File: config.mk
export PLATFORM = sky130hd
export DESIGN_NAME = forward_merge_arbiter
export DESIGN_NICKNAME = d
export VERILOG_FILES = /design/src/rtl/forward_merge_arbiter.sv
export SDC_FILE = /design/constraint.sdc
export NUM_CORES = 1
export LEC_CHECK = 0
export CAP_MARGIN = 30
export CORE_ASPECT_RATIO = 2
export CORE_MARGIN = 5
export CORE_UTILIZATION = 45
export DETAILED_ROUTE_END_ITERATION = 8
export DONT_BUFFER_PORTS = 1
export HOLD_SLACK_MARGIN = 0.06
export PLACE_DENSITY_LB_ADDON = 0.15
export SLEW_MARGIN = 30
export SYNTH_ARGS = -nofsm -noshare
export SYNTH_HDL_FRONTEND = slang
export SYNTH_SLANG_ARGS = --single-unit
File: constraint.sdc
create_clock -name clk -period 4.64 [get_ports clk]
set_input_delay 0 -clock clk [delete_from_list [all_inputs] [get_ports clk]]
set_output_delay 0 -clock clk [all_outputs]
set_load 0.01 [all_outputs]
File: src/rtl/forward_merge_arbiter.sv
// Round-robin merge of NUM_INPUTS packet FIFO heads into a small FWFT output buffer.
// One source pop per cycle; the buffer head is presented registered on dout.
module forward_merge_arbiter #(
    parameter int unsigned PACKET_WIDTH = 30,
    parameter int unsigned NUM_INPUTS   = 3,
    parameter int unsigned BUFFER_DEPTH = 4
) (
    input  logic                                 clk,
    input  logic                                 rst,
    input  logic [NUM_INPUTS*PACKET_WIDTH-1:0]   din,
    input  logic [NUM_INPUTS-1:0]                empty_in,
    output logic [NUM_INPUTS-1:0]                ren_out,
    input  logic                                 ren_in,
    output logic [PACKET_WIDTH-1:0]              dout,
    output logic                                 buffer_empty,
    output logic                                 buffer_full,
    output logic [$clog2(NUM_INPUTS)-1:0]        grant_idx
);

    localparam int unsigned IDX_W = $clog2(NUM_INPUTS);
    localparam int unsigned PTR_W = $clog2(BUFFER_DEPTH);
    localparam int unsigned CNT_W = PTR_W + 1;

    logic [PACKET_WIDTH-1:0] r_mem [BUFFER_DEPTH];
    logic [PTR_W-1:0]        r_wr_ptr;
    logic [PTR_W-1:0]        r_rd_ptr;
    logic [CNT_W-1:0]        r_count;
    logic [IDX_W-1:0]        r_rr_ptr;
    logic [IDX_W-1:0]        r_grant_idx;
    logic [PACKET_WIDTH-1:0] r_dout;
    logic                    r_empty;
    logic                    r_full;

    logic [NUM_INPUTS-1:0]   w_req;
    logic [2*NUM_INPUTS-1:0] w_rot;
    logic [IDX_W-1:0]        w_off;
    logic [IDX_W:0]          w_sum;
    logic                    w_grant_valid;
    logic [IDX_W-1:0]        w_grant;
    logic                    w_wr;
    logic                    w_rd;
    logic [PACKET_WIDTH-1:0] w_din_sel;
    logic [PTR_W-1:0]        w_rd_ptr_next;
    logic [CNT_W-1:0]        w_count_next;

    assign w_req = ~empty_in;

    // Rotate requests so bit 0 is rr_ptr, pick the lowest set bit, then rotate back.
    always_comb begin
        w_rot         = {w_req, w_req} >> r_rr_ptr;
        w_off         = '0;
        w_grant_valid = 1'b0;
        for (int k = NUM_INPUTS - 1; k >= 0; k--) begin
            if (w_rot[k]) begin
                w_off         = IDX_W'(k);
                w_grant_valid = 1'b1;
            end
        end
        w_sum = (IDX_W+1)'(r_rr_ptr) + (IDX_W+1)'(w_off);
        if (w_sum >= (IDX_W+1)'(NUM_INPUTS)) begin
            w_sum = w_sum - (IDX_W+1)'(NUM_INPUTS);
        end
        w_grant = w_sum[IDX_W-1:0];
    end

    // Full blocks the pop outright, and reset suppresses any pending grant.
    assign w_wr = w_grant_valid & ~r_full & ~rst;
    assign w_rd = ren_in & ~r_empty;

    always_comb begin
        w_din_sel = '0;
        ren_out   = '0;
        for (int i = 0; i < NUM_INPUTS; i++) begin
            if (w_grant == IDX_W'(i)) begin
                w_din_sel  = din[i*PACKET_WIDTH +: PACKET_WIDTH];
                ren_out[i] = w_wr;
            end
        end
    end

    assign w_rd_ptr_next = r_rd_ptr + PTR_W'(w_rd);
    assign w_count_next  = r_count + CNT_W'(w_wr) - CNT_W'(w_rd);

    always_ff @(posedge clk) begin
        if (rst) begin
            for (int i = 0; i < BUFFER_DEPTH; i++) begin
                r_mem[i] <= '0;
            end
            r_wr_ptr    <= '0;
            r_rd_ptr    <= '0;
            r_count     <= '0;
            r_rr_ptr    <= '0;
            r_grant_idx <= '0;
            r_dout      <= '0;
            r_empty     <= 1'b1;
            r_full      <= 1'b0;
        end else begin
            if (w_wr) begin
                r_mem[r_wr_ptr] <= w_din_sel;
                r_wr_ptr        <= r_wr_ptr + PTR_W'(1);
                r_grant_idx     <= w_grant;
                r_rr_ptr        <= (w_grant == IDX_W'(NUM_INPUTS - 1)) ? '0 : w_grant + IDX_W'(1);
            end
            r_rd_ptr <= w_rd_ptr_next;
            r_count  <= w_count_next;
            r_empty  <= (w_count_next == '0);
            r_full   <= (w_count_next == CNT_W'(BUFFER_DEPTH));
            // Bypass the incoming packet when it lands in the slot that becomes the head.
            if (w_wr && (r_wr_ptr == w_rd_ptr_next)) begin
                r_dout <= w_din_sel;
            end else begin
                r_dout <= r_mem[w_rd_ptr_next];
            end
        end
    end

    assign dout         = r_dout;
    assign buffer_empty = r_empty;
    assign buffer_full  = r_full;
    assign grant_idx    = r_grant_idx;

endmodule

==> results of run 1 <==
-- area by class of cell --
cell class	count	area, um2
Multi-Input combinational cell	320	2380
Clock buffer	20	447
Timing Repair Buffer	81	833
Inverter	8	30.0
Fill cell	1301	6830
Tap cell	198	248
Clock inverter	12	146
Sequential cell	163	4460
-- worst reg2reg max path: cells and delay by family, from the launching register on --
kind | cells | cell delay (ns)
flops | 1 | 0.48
compound gates | 4 | 1.30
mux | 1 | 0.38
fa+ha+maj | 3 | 0.97
buf+inv | 4 | 1.14
-- stage by stage --
stage / power, W / worst slack [ns] / hold WS, ns / utilization (%) / cells
3_5_place_dp: 0.00598 / 0.696 / 0.0752 / 47.1 / 701
3_3_place_gp: 0.00579 / 0.861 / 0.0745 / 46.7 / 699
5_1_grt: 0.00865 / 0.0222 / 0.0660 / 55.6 / 802
6_report: 0.00810 / 0.285 / 0.0580 / 55.6 / 802
4_1_cts: 0.00813 / 0.146 / 0.0719 / 55.3 / 799
2_1_floorplan: 0.00506 / 1.29 / 0.263 / - / 532
-- metal layers --
layer  up-vias  global-route usage (%)  wire (um)
li1       2108                       -          -
met1      2319                    22.1       6400
met2       186                    35.6       9930
met3        27                    4.82       1170
met4         0                    7.47        368
met5         -                       0          0
-- cell usage in the layout, fill, tap and decap left out, types with 3 or more instances in the layout --
master           n
xnor2_1          3
edfxtp_1       120
buf_4           12
inv_6            3
nor2b_1          7
dlygate4sd3_1   66
nor2_1         131
xor2_1           3
dfxtp_1         43
a21oi_1          4
inv_1            8
buf_16           3
mux4_2          30
clkbuf_16       17
nand2_1         35
o21ai_1         29
nand2b_2         3
ha_1             4
nand2b_1         3
a222oi_1        30
-- logic make-up (layout without fill, tap and decap cells) --
group                      after synthesis  after routing  synth area share, %
adders and majority gates                7              7                 1.45
buffers and inverters                   49            121                 4.23
xor gates and xnor gates                 7              7                0.974
DFF                                    163            163                 63.2
AOI/OAI and AO/OA                       79             79                 8.55
and+or+nand+nor                        195            195                 11.7
muxes                                   32             32                 9.94
-- flip-flops by register name (all words and copies together) (netlist names) --
name,flops
buffer_empty,1
buffer_full,1
dout,30
grant_idx,2
r_count,3
r_mem,120
r_rd_ptr,2
r_rr_ptr,2
r_wr_ptr,2
-- path summary, 6_finish.rpt --
kind | endpoint | slack [ns] | depth (start not counted)
worst min-delay path | r_mem[1][1] | 0.06 | 1
worst max-delay path | dout[28] | 0.28 | 12
worst max register to register | dout[28] | 0.28 | 12
worst min register to register | grant_idx[0] | 0.57 | 2
-- repair_timing --
| item | 4_1_cts | 5_1_grt |
|---|---|---|
| hold buffers | 66 | 0 |
| endpoints found under the setup margin | 0 | 111 |
| hold endpoints to repair | 163 | 0 |
| setup buffers | 0 | 2 |
-- power by group through the flow --
stage	registers [W]	clock network, W	logic, W
after detailed placement	0.00250	0	0.00348
after floorplan	0.00241	0	0.00265
after global routing	0.00251	0.00149	0.00465
final	0.00246	0.00142	0.00422
after CTS	0.00247	0.00144	0.00422
after global placement	0.00247	0	0.00332
==> impl_metrics.ini, run 1 <==
[timing]
achievable-frequency_ghz = 0.230
worst_setup_skew_after_layout_ns = 0.0117
fin_tns_setup_ns = 0
rsz0062_at_grt = no
final-setup-viol-count = 0
worst_margin_pin_slew_ns = 0.934
final_period_util_pct = 93.9
finalWorstPathRequiredPeriod_ns = 4.36
timing.final.max_slew_violations = 0
hold_viol_final = 0
slew-limit-headroom_pct = 37.8

[clock_network]
tritoncts_clock_tree = built
cts_inserted_buffers = 17
maximum_clock_path_buffer_count = 2
clock_insertion_delay_worst_skew_ns = 0.43
cts.reportedPaths.clkPinSlew_ns = 0.07
cts_resized = 0
h-tree-depth = 4
sinks_on_the_clock_net = 163
clock-root-buffer = clkbuf_16

[cells_and_area]
num_antenna_cells = 0
fin_nets = 694
flow.area_growth_from_synthesis_pct = 21.0
post_route_cells_drive_above_1_share_pct = 15.2
layout.cell_area.non_filler_um2 = 8540

[global_routing]
vias_in_the_first_global_route = 4948
grt.overflow.total = 0
grt_max_degree = 34
antenna_found_initial = 0
grt_pass1_wl_um = 27500
global_route.usage.total_pct = 19.7

[synthesis]
count_of_synthesis_stage_warnings_from_yosys = 0
ys_ff_latch = 163
netlist.top_cell.by_area = edfxtp_1
yosys.cell_types.count = 49
synth.top_cells.by_count = 131 x nor2_1, 120 x edfxtp_1, 43 x dfxtp_1
synth.top_cells.by_area = edfxtp_1 51%, dfxtp_1 12%, mux4_2 9.6%, nor2_1 7.0%, a222oi_1 4.3%
ys_seq_area_share_pct = 63.2
post_synth_arst_share_pct = 0
post-synth-top-area-fraction_pct = 51.0
synth-edff-count = 120
syn-instance-count = 532
synth_area_per_cell_um2 = 13.3
synth_fp_nets = 635
yosysMostFrequentCell = nor2_1
synth_ff_type = edfxtp_1
post_synth_instance_area_um2 = 7060

[power]
comb_power_share_pct = 52.1
switching_share_pct = 39.4
share_of_power_burned_in_registers_pct = 30.4
vdd.ir_drop.worst_v = 0.000561
p_int_w = 0.00491
clock_power_share_pct = 17.5
cellLeakagePower_nw = 3.10
powerDensity_nw_per_um2 = 948
net-switching-power_w = 0.00319

[route]
vias_per_cell = 5.79
drt_pass1_iterations = 5
routedWlPerCell_um = 22.3
antenna_violating_nets_post_route = 0
drt_wl_total_um = 17900
drt_iter0_drc = 366
num_vias = 4640
drt_drc_violations_left = 0

[status]
status = finished, final reports clean

[min_path]
min_delay_startpoint = rst
min-delay-path-class = in2reg

[critical_path]
worst-path-max-fanout = 17
critical_path.startpoint_type = register
cp_data_required_time_ns = 4.98
worst_setup_path_end_kind = register
path_delay_family = compound AO/OA/AOI/OAI gates
critical-path-slowest-cell = o31ai_4
cp.arrival_ns = 4.69
cpPeakStageDelay_ns = 0.77
timing.critical_path.cells = mux2_2 -> a21oi_1 -> ha_1 -> inv_1 -> fa_1 -> inv_1 -> ha_1 -> o31ai_4 -> buf_4 -> a222oi_1 -> dlygate4sd3_1 -> o31ai_1
setup.worst_path.start = r_rr_ptr[0]
critical_path.n_buffers_inverters = 4
worstReg2RegStart = r_rr_ptr[0]
worst-setup-path-type = reg2reg

[die]
core_um2 = 15400
io_pins = 133
floorplan.die_area_um2 = 18500
die_w_um = 98.6
floorplan.initialDensity_pct = 45.9
chipHeight_um = 187
placementRows = 64

[placed_design]
finalWeightedCongestion = 0.723
place.detailed.hpwl_um = 10500
placed_cell_area_um2 = 7250
count_of_input_and_output_buffers = 0

[run]
max_cap_viol_count = 0
(Power assumes the default switching activity.)
==> run 2, diff against run 1 <==
--- a/config.mk
+++ b/config.mk
@@ -5,10 +5,11 @@
 export SDC_FILE = /design/constraint.sdc
 export NUM_CORES = 1
 export LEC_CHECK = 0
+export ABC_AREA = 1
 export CAP_MARGIN = 30
 export CORE_ASPECT_RATIO = 2
 export CORE_MARGIN = 5
-export CORE_UTILIZATION = 45
+export CORE_UTILIZATION = 30
 export DETAILED_ROUTE_END_ITERATION = 8
 export DONT_BUFFER_PORTS = 1
 export HOLD_SLACK_MARGIN = 0.06
==> impl_metrics.ini, run 2 <==
[synthesis]
synth_mux_area_share_pct = 0
synth_ff_type = edfxtp_1
synth-xor-area-share_pct = 0.436
synth-edff-count = 120
synth_top_family_by_area = simple AND/OR/NAND/NOR gates
count_of_synthesis_stage_warnings_from_yosys = 0
synth.top_cells.by_count = 323 x nand2_1, 192 x nor2_1, 120 x edfxtp_1
adder_and_majority_cell_fraction_of_the_synthesized_area_pct = 1.28
ys_seq_area_share_pct = 55.6
post-synth-top-area-fraction_pct = 44.8
post_synth_arst_share_pct = 0
synth-compound-area-share_pct = 4.80
syn-instance-count = 1003
synth_fp_nets = 1106
ys_ff_latch = 163
post_synth_instance_area_um2 = 8040
yosys.cell_types.count = 31
synth.top_cells.by_area = edfxtp_1 45%, nand2_1 15%, dfxtp_1 11%, nor2_1 9.0%, inv_1 4.3%
yosysMostFrequentCell = nand2_1
netlist.top_cell.by_area = edfxtp_1
post_synth_simple_gate_area_pct = 29.8
synth_area_per_cell_um2 = 8.01

[clock_network]
maximum_clock_path_buffer_count = 2
cts_inserted_buffers = 17
tritoncts_clock_tree = built
clock-root-buffer = clkbuf_16
sinks_on_the_clock_net = 163
h-tree-depth = 4
clock_insertion_delay_worst_skew_ns = 0.45
cts.reportedPaths.clkPinSlew_ns = 0.06

[route]
drt_wl_total_um = 25100
drt_pass1_iterations = 5
vias_per_cell = 4.71
drt_drc_violations_left = 0
num_vias = 6783
routedWlPerCell_um = 17.5
antenna_violating_nets_post_route = 0
drt_iter0_drc = 352

[cells_and_area]
post_route_cells_drive_above_1_share_pct = 6.59
layout.cells.non_filler = 1439
most-common-layout-cells = 320 x nand2_1, 191 x nor2_1, 120 x edfxtp_1
largest_register_ff_count = 120
layout_commonest_cell = nand2_1
flow.area_growth_from_synthesis_pct = 22.7
top_register = r_mem
fin_nets = 1183

[die]
core_um2 = 26400
chipHeight_um = 241
die_w_um = 126
io_pins = 133
floorplan.die_area_um2 = 30400
placementRows = 84
floorplan.initialDensity_pct = 30.5

[timing]
fin_hold_ws_ns = 0.0761
fin_tns_setup_ns = 0
slew-limit-headroom_pct = 40.7
finalWorstPathRequiredPeriod_ns = 4.32
final_period_util_pct = 93.1
worst_margin_pin_slew_ns = 0.888
finalWorstSetupSlack_ns = 0.321
rsz0062_at_grt = no
final-setup-viol-count = 0
achievable-frequency_ghz = 0.232
worst_setup_skew_after_layout_ns = 0.00890
hold_viol_final = 0
timing.final.max_slew_violations = 0

[critical_path]
worst_setup_path_end_kind = register
worst-path-max-fanout = 25
crit_path_frequent_cell = nand2_1
setup.worst_path.start = r_rr_ptr[0]
path_delay_family = buffers and inverters
worst-setup-path-type = reg2reg
critical-path-slowest-cell = dlygate4sd3_1
timing.critical_path.cells = nand2_1 -> o21ai_0 -> o21ai_0 -> nor2_1 -> ha_1 -> inv_1 -> fa_1 -> inv_1 -> ha_1 -> nor2_2 -> nand2_1 -> nand2_1 -> nand2_2 -> buf_8 -> nand2_1 -> nand2_1 -> o21ai_1 -> dlygate4sd3_1 -> nor3_1 -> dlygate4sd3_1
critical_path.startpoint_type = register
worstReg2RegStart = r_rr_ptr[0]
cpPeakStageDelay_ns = 0.65
critical_path.n_buffers_inverters = 5
cp.arrival_ns = 4.51
cp_data_required_time_ns = 4.83

[min_path]
min_delay_startpoint = din[72]
min-delay-path-class = in2reg

[global_routing]
global_route.usage.total_pct = 16.9
antenna_found_initial = 2
vias_in_the_first_global_route = 6987
grt_max_degree = 62
grt.overflow.total = 0
grt_pass1_wl_um = 38800

[placed_design]
finalWeightedCongestion = 0.758
place.detailed.hpwl_um = 15100
placed_cells = 1313
pre_cts_ws_ns = 0.688
count_of_input_and_output_buffers = 0

[run]
max_cap_viol_count = 0

[status]
status = finished, final reports clean

[power]
vdd.ir_drop.worst_v = 0.000698
report.power.total_w = 0.00785
powerDensity_nw_per_um2 = 796
cellLeakagePower_nw = 4.44
## run 2: cell count changes after synthesis, sizes merged, moves of 6 or more
cell	delta
a222oi	-30
a31oi	+17
buf	+13
inv	+94
mux4	-30
nand2	+290
nand2b	-6
nand3	+65
nor2	+62
nor2b	-7
nor3	+10
o21ai	+14
## run 2: layout make-up
type	count	area [um2]
clock inverter	10	83.8
clock buffer	22	464
inverter	102	384
antenna	2	5.00
multi-input combinational	682	2930
timing repair buffer	114	1090
fill	2744	16500
sequential	163	4460
tap	344	430
## run 2: worst paths after layout
kind	slack [ns]	depth (start not counted)	end
worst min-delay path	0.08	6	r_mem[3][12]
worst max-delay path	0.32	20	r_mem[2][16]
worst max register to register	0.32	20	r_mem[2][16]
worst min register to register	0.49	2	r_wr_ptr[1]
## run 2: worst min-delay path, cell delays in order
cell and delay, ns:
inv_1 0.02, nand3_1 0.07, nand2_1 0.05, inv_1 0.04
nand2_1 0.14, inv_1 0.08
## run 2: layer usage
metal	track usage (%)	part of all wire, %
met1	17.6	39
met2	31.6	53
met3	4.32	5.3
met4	7.60	3.1
met5	0	0
## run 2: power by group
group / switching, W / leakage [nW] / internal (W)
clock: 0.000585 / 0.261 / 0.000759
combinational: 0.00266 / 2.57 / 0.00146
sequential: 0.000225 / 1.60 / 0.00215
total: 0.00347 / 4.44 / 0.00437
## run 2: stage by stage
stage          cell area (um2)  util, %
2_1_floorplan             8040        -
3_3_place_gp              8370     31.7
3_5_place_dp              8370     31.7
4_1_cts                   9840     37.3
5_1_grt                   9860     37.4
6_report                  9860     37.4
## run 2: what timing repair did
action                                 in CTS  in global routing
setup buffers                               0                  0
endpoints found under the hold margin     147                  0
hold buffers                               92                  0
setup endpoints to repair                   0                  5
gates resized for setup                     0                  6
## run 2: logic make-up (layout without fill, tap and decap cells)
logic type      count (synthesis)  count (layout)
simple gates                  601             601
flops                         163             163
buf+inv                       158             248
compound gates                 70              70
fa+ha+maj                       7               7
xor+xnor                        4               4
other cells                     0               2
==> run 3, diff against run 2 <==
--- a/config.mk
+++ b/config.mk
@@ -5,15 +5,13 @@
 export SDC_FILE = /design/constraint.sdc
 export NUM_CORES = 1
 export LEC_CHECK = 0
-export ABC_AREA = 1
 export CAP_MARGIN = 30
 export CORE_ASPECT_RATIO = 2
 export CORE_MARGIN = 5
-export CORE_UTILIZATION = 30
+export CORE_UTILIZATION = 45
 export DETAILED_ROUTE_END_ITERATION = 8
 export DONT_BUFFER_PORTS = 1
 export HOLD_SLACK_MARGIN = 0.06
-export PLACE_DENSITY_LB_ADDON = 0.15
 export SLEW_MARGIN = 30
 export SYNTH_ARGS = -nofsm -noshare
 export SYNTH_HDL_FRONTEND = slang
==> impl_metrics.ini, run 3 (same netlist as run 1, synthesis figures left out) <==
[cells_and_area]
post_route_cells_drive_above_1_share_pct = 15.4
fin_nets = 695
flow.area_growth_from_synthesis_pct = 20.4
num_antenna_cells = 0
largest_register_ff_count = 120
most-common-layout-cells = 131 x nor2_1, 120 x edfxtp_1, 67 x dlygate4sd3_1
layout.cells.non_filler = 803
final.fill_count = 1315
top_register = r_mem
layout_commonest_cell = nor2_1

[timing]
finalWorstSetupSlack_ns = 0.245
timing.final.max_slew_violations = 0
final-setup-viol-count = 0
worst_setup_skew_after_layout_ns = 0.0110
worst_margin_pin_slew_ns = 0.960
slew-limit-headroom_pct = 36.0
hold_viol_final = 0
fin_tns_setup_ns = 0
finalWorstPathRequiredPeriod_ns = 4.39
rsz0062_at_grt = no
achievable-frequency_ghz = 0.228
final_period_util_pct = 94.7

[global_routing]
antenna_found_initial = 0
grt.overflow.total = 0
global_route.usage.total_pct = 19.9
vias_in_the_first_global_route = 5068
grt_pass1_wl_um = 28000
grt_max_degree = 34

[die]
core_um2 = 15400
floorplan.die_area_um2 = 18500
chipHeight_um = 187
io_pins = 133
die_w_um = 98.6
floorplan.initialDensity_pct = 45.9
placementRows = 64

[route]
drt_drc_violations_left = 0
drt_wl_total_um = 18000
vias_per_cell = 5.89
drt_iter0_drc = 436
num_vias = 4731
routedWlPerCell_um = 22.4
antenna_violating_nets_post_route = 0
drt_pass1_iterations = 7

[clock_network]
h-tree-depth = 4
clock_insertion_delay_worst_skew_ns = 0.43
sinks_on_the_clock_net = 163
clock-root-buffer = clkbuf_16
cts_resized = 0
cts.reportedPaths.clkPinSlew_ns = 0.07
tritoncts_clock_tree = built
maximum_clock_path_buffer_count = 2
cts_inserted_buffers = 17

[min_path]
min-delay-path-class = in2reg
timing.hold.worst_path_depth = 2

[critical_path]
cp_data_required_time_ns = 4.91
rr_worst_depth = 12
worst_setup_path_end_kind = register
critical-path-slowest-cell = o31ai_4
cp.arrival_ns = 4.67
cpPeakStageDelay_ns = 0.76
worst-setup-path-type = reg2reg
worst-path-max-fanout = 17
timing.critical_path.cells = mux2_2 -> a21oi_1 -> ha_1 -> inv_1 -> fa_1 -> inv_1 -> ha_1 -> o31ai_4 -> buf_4 -> a222oi_1 -> dlygate4sd3_1 -> nor2_1
critical_path.startpoint_type = register

[placed_design]
placed_cells = 702
count_of_input_and_output_buffers = 0
place.detailed.hpwl_um = 10400
finalWeightedCongestion = 0.751
pre_cts_ws_ns = 0.655

[power]
cellLeakagePower_nw = 3.09
powerDensity_nw_per_um2 = 950
vdd.ir_drop.worst_v = 0.00114

[run]
max_cap_viol_count = 0

[status]
status = finished, final reports clean
[run 3: changes by cell type in the layout (fill, tap and decap cells not counted), moves of 8 or more]
cell	previous run	this run
a222oi_1	0	30
a31oi_1	19	0
buf_4	21	13
dlygate4sd3_1	92	67
inv_1	89	8
inv_2	9	0
mux4_2	0	30
nand2_1	320	35
nand3_1	64	0
nor2_1	191	131
nor3_1	12	2
o21ai_0	32	0
o21ai_1	10	29
[run 3: final timing paths]
kind                                     end         start  slack (ns)
worst max-delay path             r_mem[1][3]   r_rr_ptr[0]        0.25
worst min-delay path            r_mem[3][17]           rst        0.12
worst max register to register   r_mem[1][3]   r_rr_ptr[0]        0.25
worst min register to register  grant_idx[0]  grant_idx[0]        0.58
[run 3: layer usage]
layer	vias up	track usage [%]	part of all wire [%]
li1	2103	-	-
met1	2389	23.1	36
met2	213	35.3	55
met3	26	4.11	7.0
met4	0	7.94	1.8
met5	-	0	0
[run 3: layout make-up]
class                           count  area (um2)  share of cell area [%]
Clock buffer                       17         425                    5.00
Clock inverter                     15         141                    1.66
Timing Repair Buffer               82         823                    9.68
Inverter                            8        30.0                   0.353
Sequential cell                   163        4460                    52.5
Tap cell                          198         248                    2.91
Multi-Input combinational cell    320        2380                    27.9
[run 3: metrics by stage]
step	power, W	cell area, um2	util [%]	hold WS [ns]
floorplan	0.00506	7060	-	0.263
global placement	0.00578	7190	46.8	0.0761
detailed placement	0.00598	7260	47.2	0.0774
CTS	0.00807	8490	55.2	0.0994
global route	0.00861	8510	55.3	0.116
finish	0.00808	8510	55.3	0.121
[run 3: worst max-delay path: cells and delay by family (launching register included)]
kind | cells | cell delay (ns)
flip-flops | 1 | 0.48
multiplexers | 1 | 0.37
adder cells (fa/ha/maj) | 3 | 1.00
AO/OA/AOI/OAI | 3 | 1.06
AND/OR/NAND/NOR | 1 | 0.15
buffers and inverters | 4 | 1.17
[run 3: report_power, final]
group          internal [W]  total (W)  leakage [nW]  switching [W]
clock network      0.000752    0.00137         0.279       0.000615
logic               0.00186    0.00426          1.20        0.00240
registers           0.00224    0.00246          1.61       0.000214
[run 3: timing repair]
item,4_1_cts,5_1_grt
buffers inserted,0,2
hold buffers,67,0
endpoints found under the setup margin,0,9
hold endpoints to repair,176,0
